`src/rtl/reset_seq_pkg.sv`:
```
// Shared types and default constants for the board-level reset sequencer.
// Imported by reset_sequencer and debounce.
package reset_seq_pkg;

    typedef enum logic [1:0] {
        HOLD    = 2'd0,
        RELEASE = 2'd1,
        RUN     = 2'd2
    } reset_seq_state_t;

    localparam int RESET_SEQ_DEBOUNCE_DEFAULT    = 65536;
    localparam int RESET_SEQ_STAGE_DELAY_DEFAULT = 256;
    localparam int RESET_SEQ_MAX_STAGES          = 8;

endpackage

```
`src/rtl/debounce.sv`:
```
// Synchronises and debounces one asynchronous level. The output follows the
// synchronised input only after the two have differed for CYCLES consecutive clocks.
module debounce
    import reset_seq_pkg::*;
#(
    parameter int   CYCLES    = RESET_SEQ_DEBOUNCE_DEFAULT,
    parameter logic RESET_VAL = 1'b0
) (
    input  logic clk,
    input  logic arst_n,
    input  logic din,
    output logic dout
);

    localparam int            CW       = $clog2(CYCLES);
    localparam logic [CW-1:0] CNT_LAST = CW'(CYCLES - 1);

    (* ASYNC_REG = "TRUE" *) logic sync1_q;
    (* ASYNC_REG = "TRUE" *) logic sync2_q;

    logic [CW-1:0] cnt_q, cnt_d;
    logic          dout_q, dout_d;

    always_ff @(posedge clk or negedge arst_n) begin
        if (!arst_n) begin
            sync1_q <= RESET_VAL;
            sync2_q <= RESET_VAL;
            cnt_q   <= '0;
            dout_q  <= RESET_VAL;
        end else begin
            sync1_q <= din;
            sync2_q <= sync1_q;
            cnt_q   <= cnt_d;
            dout_q  <= dout_d;
        end
    end

    // Any sample that agrees with the current output restarts the count.
    always_comb begin
        cnt_d  = '0;
        dout_d = dout_q;
        if (sync2_q != dout_q) begin
            if (cnt_q == CNT_LAST) begin
                dout_d = sync2_q;
            end else begin
                cnt_d = cnt_q + CW'(1);
            end
        end
    end

    assign dout = dout_q;

endmodule

```
`src/rtl/reset_sequencer.sv`:
```
// Qualifies clock lock (and the debounced pushbutton when RESET_SEQ_BTN_EN is
// defined), then releases the active-high reset vector one stage at a time, bit 0 first.
module reset_sequencer
    import reset_seq_pkg::*;
#(
    parameter int NUM_STAGES      = 3,
    parameter int DEBOUNCE_CYCLES = RESET_SEQ_DEBOUNCE_DEFAULT,
    parameter int STAGE_DELAY     = RESET_SEQ_STAGE_DELAY_DEFAULT
) (
    input  logic                  clk,
    input  logic                  arst_n,
    input  logic                  locked,
    input  logic                  btn_n,
    output logic [NUM_STAGES-1:0] reset_out,
    output logic                  ready
);

    localparam int                    QW         = $clog2(DEBOUNCE_CYCLES);
    localparam int                    SW         = $clog2(STAGE_DELAY + 1);
    localparam logic [QW-1:0]         QUAL_LAST  = QW'(DEBOUNCE_CYCLES - 1);
    localparam logic [SW-1:0]         STAGE_LAST = SW'(STAGE_DELAY - 1);
    localparam logic [NUM_STAGES-1:0] ALL_ONES   = '1;

    (* ASYNC_REG = "TRUE" *) logic locked1_q;
    (* ASYNC_REG = "TRUE" *) logic locked2_q;

    logic btn_db;
    logic qualified;

    reset_seq_state_t        state_q, state_d;
    logic [QW-1:0]           qual_q, qual_d;
    logic [SW-1:0]           stage_q, stage_d;
    logic [NUM_STAGES-1:0]   rst_q, rst_d;
    logic                    ready_q, ready_d;
    logic [NUM_STAGES-1:0]   rst_shift;

`ifdef RESET_SEQ_BTN_EN
    debounce #(
        .CYCLES    (DEBOUNCE_CYCLES),
        .RESET_VAL (1'b0)
    ) u_btn_debounce (
        .clk    (clk),
        .arst_n (arst_n),
        .din    (btn_n),
        .dout   (btn_db)
    );
`else
    logic unused_btn_n;
    assign unused_btn_n = btn_n;
    assign btn_db       = 1'b1;
`endif

    always_ff @(posedge clk or negedge arst_n) begin
        if (!arst_n) begin
            locked1_q <= 1'b0;
            locked2_q <= 1'b0;
            state_q   <= HOLD;
            qual_q    <= '0;
            stage_q   <= '0;
            rst_q     <= ALL_ONES;
            ready_q   <= 1'b0;
        end else begin
            locked1_q <= locked;
            locked2_q <= locked1_q;
            state_q   <= state_d;
            qual_q    <= qual_d;
            stage_q   <= stage_d;
            rst_q     <= rst_d;
            ready_q   <= ready_d;
        end
    end

    assign qualified = locked2_q & btn_db;
    assign rst_shift = rst_q << 1;

    // Release shifts zeros in from bit 0; the vector is only ever re-asserted as a whole.
    always_comb begin
        state_d = state_q;
        qual_d  = qual_q;
        stage_d = stage_q;
        rst_d   = rst_q;
        ready_d = ready_q;

        case (state_q)
            HOLD: begin
                rst_d   = ALL_ONES;
                ready_d = 1'b0;
                stage_d = '0;
                if (!qualified) begin
                    qual_d = '0;
                end else if (qual_q == QUAL_LAST) begin
                    qual_d = '0;
                    rst_d  = ALL_ONES << 1;
                    if (NUM_STAGES == 1) begin
                        state_d = RUN;
                        ready_d = 1'b1;
                    end else begin
                        state_d = RELEASE;
                    end
                end else begin
                    qual_d = qual_q + QW'(1);
                end
            end

            RELEASE: begin
                if (!qualified) begin
                    state_d = HOLD;
                    rst_d   = ALL_ONES;
                    ready_d = 1'b0;
                    qual_d  = '0;
                    stage_d = '0;
                end else if (stage_q == STAGE_LAST) begin
                    stage_d = '0;
                    rst_d   = rst_shift;
                    if (rst_shift == '0) begin
                        state_d = RUN;
                        ready_d = 1'b1;
                    end
                end else begin
                    stage_d = stage_q + SW'(1);
                end
            end

            RUN: begin
                if (!qualified) begin
                    state_d = HOLD;
                    rst_d   = ALL_ONES;
                    ready_d = 1'b0;
                    qual_d  = '0;
                    stage_d = '0;
                end
            end

            default: begin
                state_d = HOLD;
                rst_d   = ALL_ONES;
                ready_d = 1'b0;
                qual_d  = '0;
                stage_d = '0;
            end
        endcase
    end

    assign reset_out = rst_q;
    assign ready     = ready_q;

endmodule

```
`config.mk`:
```
export PLATFORM = sky130hd
export DESIGN_NAME = reset_sequencer
export DESIGN_NICKNAME = d
export VERILOG_FILES = /design/src/rtl/reset_seq_pkg.sv /design/src/rtl/debounce.sv /design/src/rtl/reset_sequencer.sv
export SDC_FILE = /design/constraint.sdc
export NUM_CORES = 1
export LEC_CHECK = 0
export CAP_MARGIN = 20
export CORE_ASPECT_RATIO = 0.9
export CORE_MARGIN = 4
export CORE_UTILIZATION = 40
export DETAILED_ROUTE_END_ITERATION = 16
export PLACE_DENSITY_LB_ADDON = 0.3
export SLEW_MARGIN = 20
export SYNTH_ARGS = -nofsm -noshare
export SYNTH_HDL_FRONTEND = slang
export SYNTH_SLANG_ARGS = --single-unit
```
`constraint.sdc`:
```
create_clock -name clk -period 3.16 [get_ports clk]
set_clock_uncertainty 0.15 [all_clocks]
set_input_delay 0.948 -clock clk [delete_from_list [all_inputs] [get_ports clk]]
set_output_delay 0.948 -clock clk [all_outputs]
set_load 0.1 [all_outputs]
```
# [Word level (Yosys, flattened, before mapping)]
# Cells that the tools add are included.
[op_classes] addsub=2 eq_ne=10 n_mux=26 n_reduce_logical=6
[op_table] op="2-to-1 mux 16 bit" count=3
[op_table] op="case mux 16 bit (2 select lines)" count=1
[op_table] op="2-to-1 mux 9 bit" count=3
[op_table] op="case mux 9 bit (2 select lines)" count=1
[op_table] op="adder 16 x 1 -> 16 bit, second input constant" count=1
[op_table] op="equality test 16 bit, second input constant" count=1
[op_table] op="2-to-1 mux 2 bit" count=6
[op_table] op="adder 9 x 1 -> 9 bit, second input constant" count=1
[op_table] op="equality test 9 x 8 -> 1 bit, second input constant" count=1
[op_table] op="2-to-1 mux 3 bit" count=3
[op_table] op="case mux 3 bit (3 select lines)" count=1
[op_table] op="!= test 2 bit, second input constant" count=4
[op_table] op="2-to-1 mux 1 bit" count=6
[op_table] op="!= test 3 bit, second input constant" count=2
[op_table] op="case mux 2 bit (3 select lines)" count=1
[op_table] op="AND reduction 5 bit" count=1
[op_table] op="logical NOT 3 bit" count=1
[op_table] op="AND reduction 3 bit" count=1
[op_table] op="equality test 2 x 1 -> 1 bit, second input constant" count=1
[op_table] op="equality test 2 bit, second input constant" count=1
[op_table] op="logical NOT 2 bit" count=1
[op_table] op="case mux 1 bit (2 select lines)" count=1
[op_table] op="AND reduction 2 bit" count=1
[op_table] op="OR reduction 2 bit" count=1
[word_totals] ff_bits=33 inputBits=4 output_inout_bits=4 word_cells=51

# [Logic depth before layout (Yosys ltp)]
[logic_depth] depth_word=5 mapped_depth=8

# [Worst setup path before layout]
# Ideal clock, no wire load.
[synth_path] path_kind="reg-to-reg" from="reg qual_q[0]" to="reg state_q[1]" setup_time_ps=73 t_arrival_ps=1872 required_ps=2937 path_slack_ps=1065 stages_incl_launch_ff=7 period_less_slack_ps=2095 path_cell_list="dfrtp_1 -> ha_1 -> nand4_1 -> or4_1 -> buf_2 -> a2111oi_4 -> a2bb2oi_2"
[synth_between] elab_chain_cells=3
[synth_lines] element="from (decl)" line="reset_sequencer.sv:31" source="logic [QW-1:0] qual_q, qual_d;"
[synth_lines] element="from (signal assigned)" line="reset_sequencer.sv:66" source="qual_q <= qual_d;"
[synth_lines] element="equality test 16 bit" line="reset_sequencer.sv:91" source="end else if (qual_q == QUAL_LAST) begin"
[synth_lines] element="!= test 2 bit (no source line)"
[synth_lines] element="AND reduction 5 bit (no source line)"
[synth_lines] element="to (signal assigned)" line="reset_sequencer.sv:65" source="state_q <= state_d;"
[synth_lines] element="to (decl)" line="reset_sequencer.sv:30" source="reset_seq_state_t state_q, state_d;"
# Every way passes these cells.
# A chain may end at the register's enable or synchronous reset.

# [Final worst setup path]
[layout_path] from="reg qual_q[0]" to="reg qual_q[6]"
[layout_between] elab_chain_cells=4
[layout_lines] element="adder 16 x 1 -> 16 bit or equality test 16 bit (tied branches)" line="reset_sequencer.sv:101, reset_sequencer.sv:91"
[layout_lines] element="2-to-1 mux 16 bit *" line="reset_sequencer.sv:91"
[layout_lines] element="2-to-1 mux 16 bit *" line="reset_sequencer.sv:89" source="if (!qualified) begin"
[layout_lines] element="case mux 16 bit (2 select lines) *" line="reset_sequencer.sv:84" source="case (state_q)"
# Mark *: on every way between the ends. The rest lies on a longest branch, timed or not.

==> impl_metrics.yaml <==
grt:
  grt.total_usage_pct: 15.4
  grt_max_degree: 34
  grt_pass1_vias: 1386
  grt_antenna_before_repair: 0
  grt_pass1_wl_mm: 6.96
  overflow: 0
critical_path:
  critPathLaunchType: "flop"
  crit_path_start: "qual_q[0]"
  regToRegEndpoint: "qual_q[6]"
  r2r_setup_slack_ps: 750
  path_class: "flop to flop"
  worstReg2RegStart: "qual_q[0]"
  crit_end: "qual_q[6]"
  worstSetupEndpointType: "flop"
  crit_arrival_ps: 2420
  ff2ff_path_depth: 6
  required_ps: 3170
  critPathMaxFanout: 17
placed_design:
  post-dp-hpwl_mm: 2.69
  port_buffers: 6
  gp_congestion: 0.848
power:
  powerDensity_nw_per_um2: 402
  irDropWorstVdd_mv: 0.272
  power.internal_uw: 631
  pwr-share-clk_pct: 39.4
  pwr-share-seq_pct: 55.5
  power_frac_comb_pct: 5.1
  total_leakage_power_uw: 0.000782
  p_sw_share_pct: 23.9
  switching_power_uw: 198
synthesis:
  synth_edf_count: 0
  synthFlopType: "dfrtp_1"
  postSynthAreaPerCell_sq_um: 9.04
  synth-seq-area-share_pct: 44.1
  synth_seq_cells: 33
  syn-cell-area_sq_um: 1880
  syn_nets: 217
  syn-instance-count: 208
  synth_cell_types: 42
  async_reset_ff_share_pct: 100
  ys_warn_count: 0
clock_network:
  cts_root_buffer: "clkbuf_8"
  h-tree-depth: 2
  cts_setup_buffers: 0
  post_cts_resized: 0
  clk_latency_ps: 290
  cts_buffer_depth: 2
  cts_tree: "done"
  clk_pin_slew_ps: 60
  numCtsBuffers: 5
  ctsHoldBuffers: 0
  clock-sinks: 33
floorplanning:
  start_util_pct: 41.9
  die_x_microns: 80.3
  dieArea_sq_um: 5860
  die_height_microns: 73.1
  fp.coreArea_sq_um: 4490
  rows: 23
  pin_count: 8
timing:
  drv_slew: 0
  finalHoldViolCount: 0
  setup_tns_ps: 0
  setup_viol: 0
  hold-worst-slack_ps: 197
  fin_crit_ps: 2410
  slew_headroom_pct: 71.1
  period_share_pct: 76.3
  fmax_mhz: 415
  tightest_slew_ps: 434
  rsz0062_at_grt: "false"
drt:
  firstDrtPassIters: 4
  vias_per_cell: 5.77
  antenna_left: 0
  vias: 1580
  drc: 0
  wl_mm: 4.01
  first_iter_violations: 179
  wl_per_cell_microns: 14.6
finish:
  drive_above_1_share_pct: 8.96
  area_delta_synth_final_pct: 9.65
  antenna_cells: 0
  fin_nets: 220
  final_common_cell: "dfrtp_1"
  multi_input_area_sq_um: 966
  fill_cells: 433
  final_cell_mix: "dfrtp_1, nand2_1, a31oi_1"
  seq_area_sq_um: 830
worst_hold_path:
  min_path_type: "flop to flop"
  min_path_cells: 0
flow_run:
  cap_violations: 0
outcome:
  status: "completed"
-- metrics by stage --
stage / utilization [%] / setup WS, ps / area [sq um] / std cells / total power (uW)
5_1_grt: 45.9 / 597 / 2060 / 274 / 872
3_5_place_dp: 43.9 / 776 / 1970 / 266 / 510
2_1_floorplan: - / 1060 / 1880 / 208 / 493
6_report: 45.9 / 748 / 2060 / 274 / 829
3_3_place_gp: 43.9 / 790 / 1970 / 266 / 510
4_1_cts: 45.9 / 772 / 2060 / 274 / 842
-- layout make-up --
class / count / area share, %
sequential: 33 / 40.2
clock buffer: 8 / 4.37
multi-input combinational: 154 / 46.8
timing repair buffer: 8 / 3.16
inverter: 9 / 1.64
tap: 62 / 3.76
-- registers in the layout (all words and copies together), names as in the netlist --
signal and count:
ready 1, qual_q 16, state_q 2, reset_out 3, locked2_q 1, stage_q 9
locked1_q 1
-- power by group through the flow --
stage | clock, uW | combinational, uW | sequential (uW)
2_1_floorplan | 0 | 40.9 | 452
3_3_place_gp | 0 | 43.4 | 466
3_5_place_dp | 0 | 43.8 | 467
4_1_cts | 339 | 43.9 | 459
5_1_grt | 358 | 50.2 | 464
6_report | 327 | 42.4 | 460
-- how the worst min path moves through the flow --
stage	startpoint	to	slack (ps)
global placement	locked1_q	locked2_q	180
floorplan	locked1_q	locked2_q	180
finish	locked1_q	locked2_q	200
CTS	locked1_q	locked2_q	200
global route	locked1_q	locked2_q	210
detailed placement	locked1_q	locked2_q	190
-- layer usage --
metal | track usage [%] | wire length, microns | vias to the layer above | share of wire (%)
met5 | 0 | 0 | - | 0
met4 | 7.32 | 78 | 0 | 1.9
met3 | 3.46 | 215 | 9 | 5.4
met2 | 19.6 | 1560 | 43 | 39
met1 | 24.2 | 2150 | 736 | 54
li1 | - | - | 792 | -
-- cells by family (layout without fill, tap and decap cells) --
logic type | Yosys count | after routing | share of synthesized area (%)
and+or+nand+nor | 87 | 87 | 24.4
AOI/OAI and AO/OA | 58 | 58 | 21.8
DFF | 33 | 33 | 44.1
buffers and inverters | 21 | 25 | 4.52
adders and majority gates | 5 | 5 | 3.33
xor gates and xnor gates | 3 | 3 | 1.40
muxes | 1 | 1 | 0.532
-- synth_stat cells, types with 4 or more instances --
master / number / area (sq um)
dfrtp_1: 30 / 751
nand2_1: 26 / 97.6
a31oi_1: 15 / 93.8
nand3_1: 12 / 60.1
inv_1: 9 / 33.8
o21ai_0: 9 / 45.0
a21oi_1: 8 / 40.0
nand4_1: 8 / 50.1
nor2_1: 7 / 26.3
and2_1: 6 / 37.5
clkbuf_1: 6 / 22.5
nor3_1: 6 / 30.0
buf_2: 5 / 25.0
ha_1: 5 / 62.6
nor4_1: 5 / 31.3
and4_1: 4 / 35.0
nand3b_1: 4 / 30.0
o21ai_1: 4 / 20.0
o31ai_1: 4 / 30.0
-- critical path, stage by stage, from the launching register on --
cell and delay, ps:
dfrtp_1 410, ha_1 250, nand4_1 190, or4_1 740, buf_4 270, nand2_1 160, o22ai_1 110
Power figures use the tool's default switching activity.
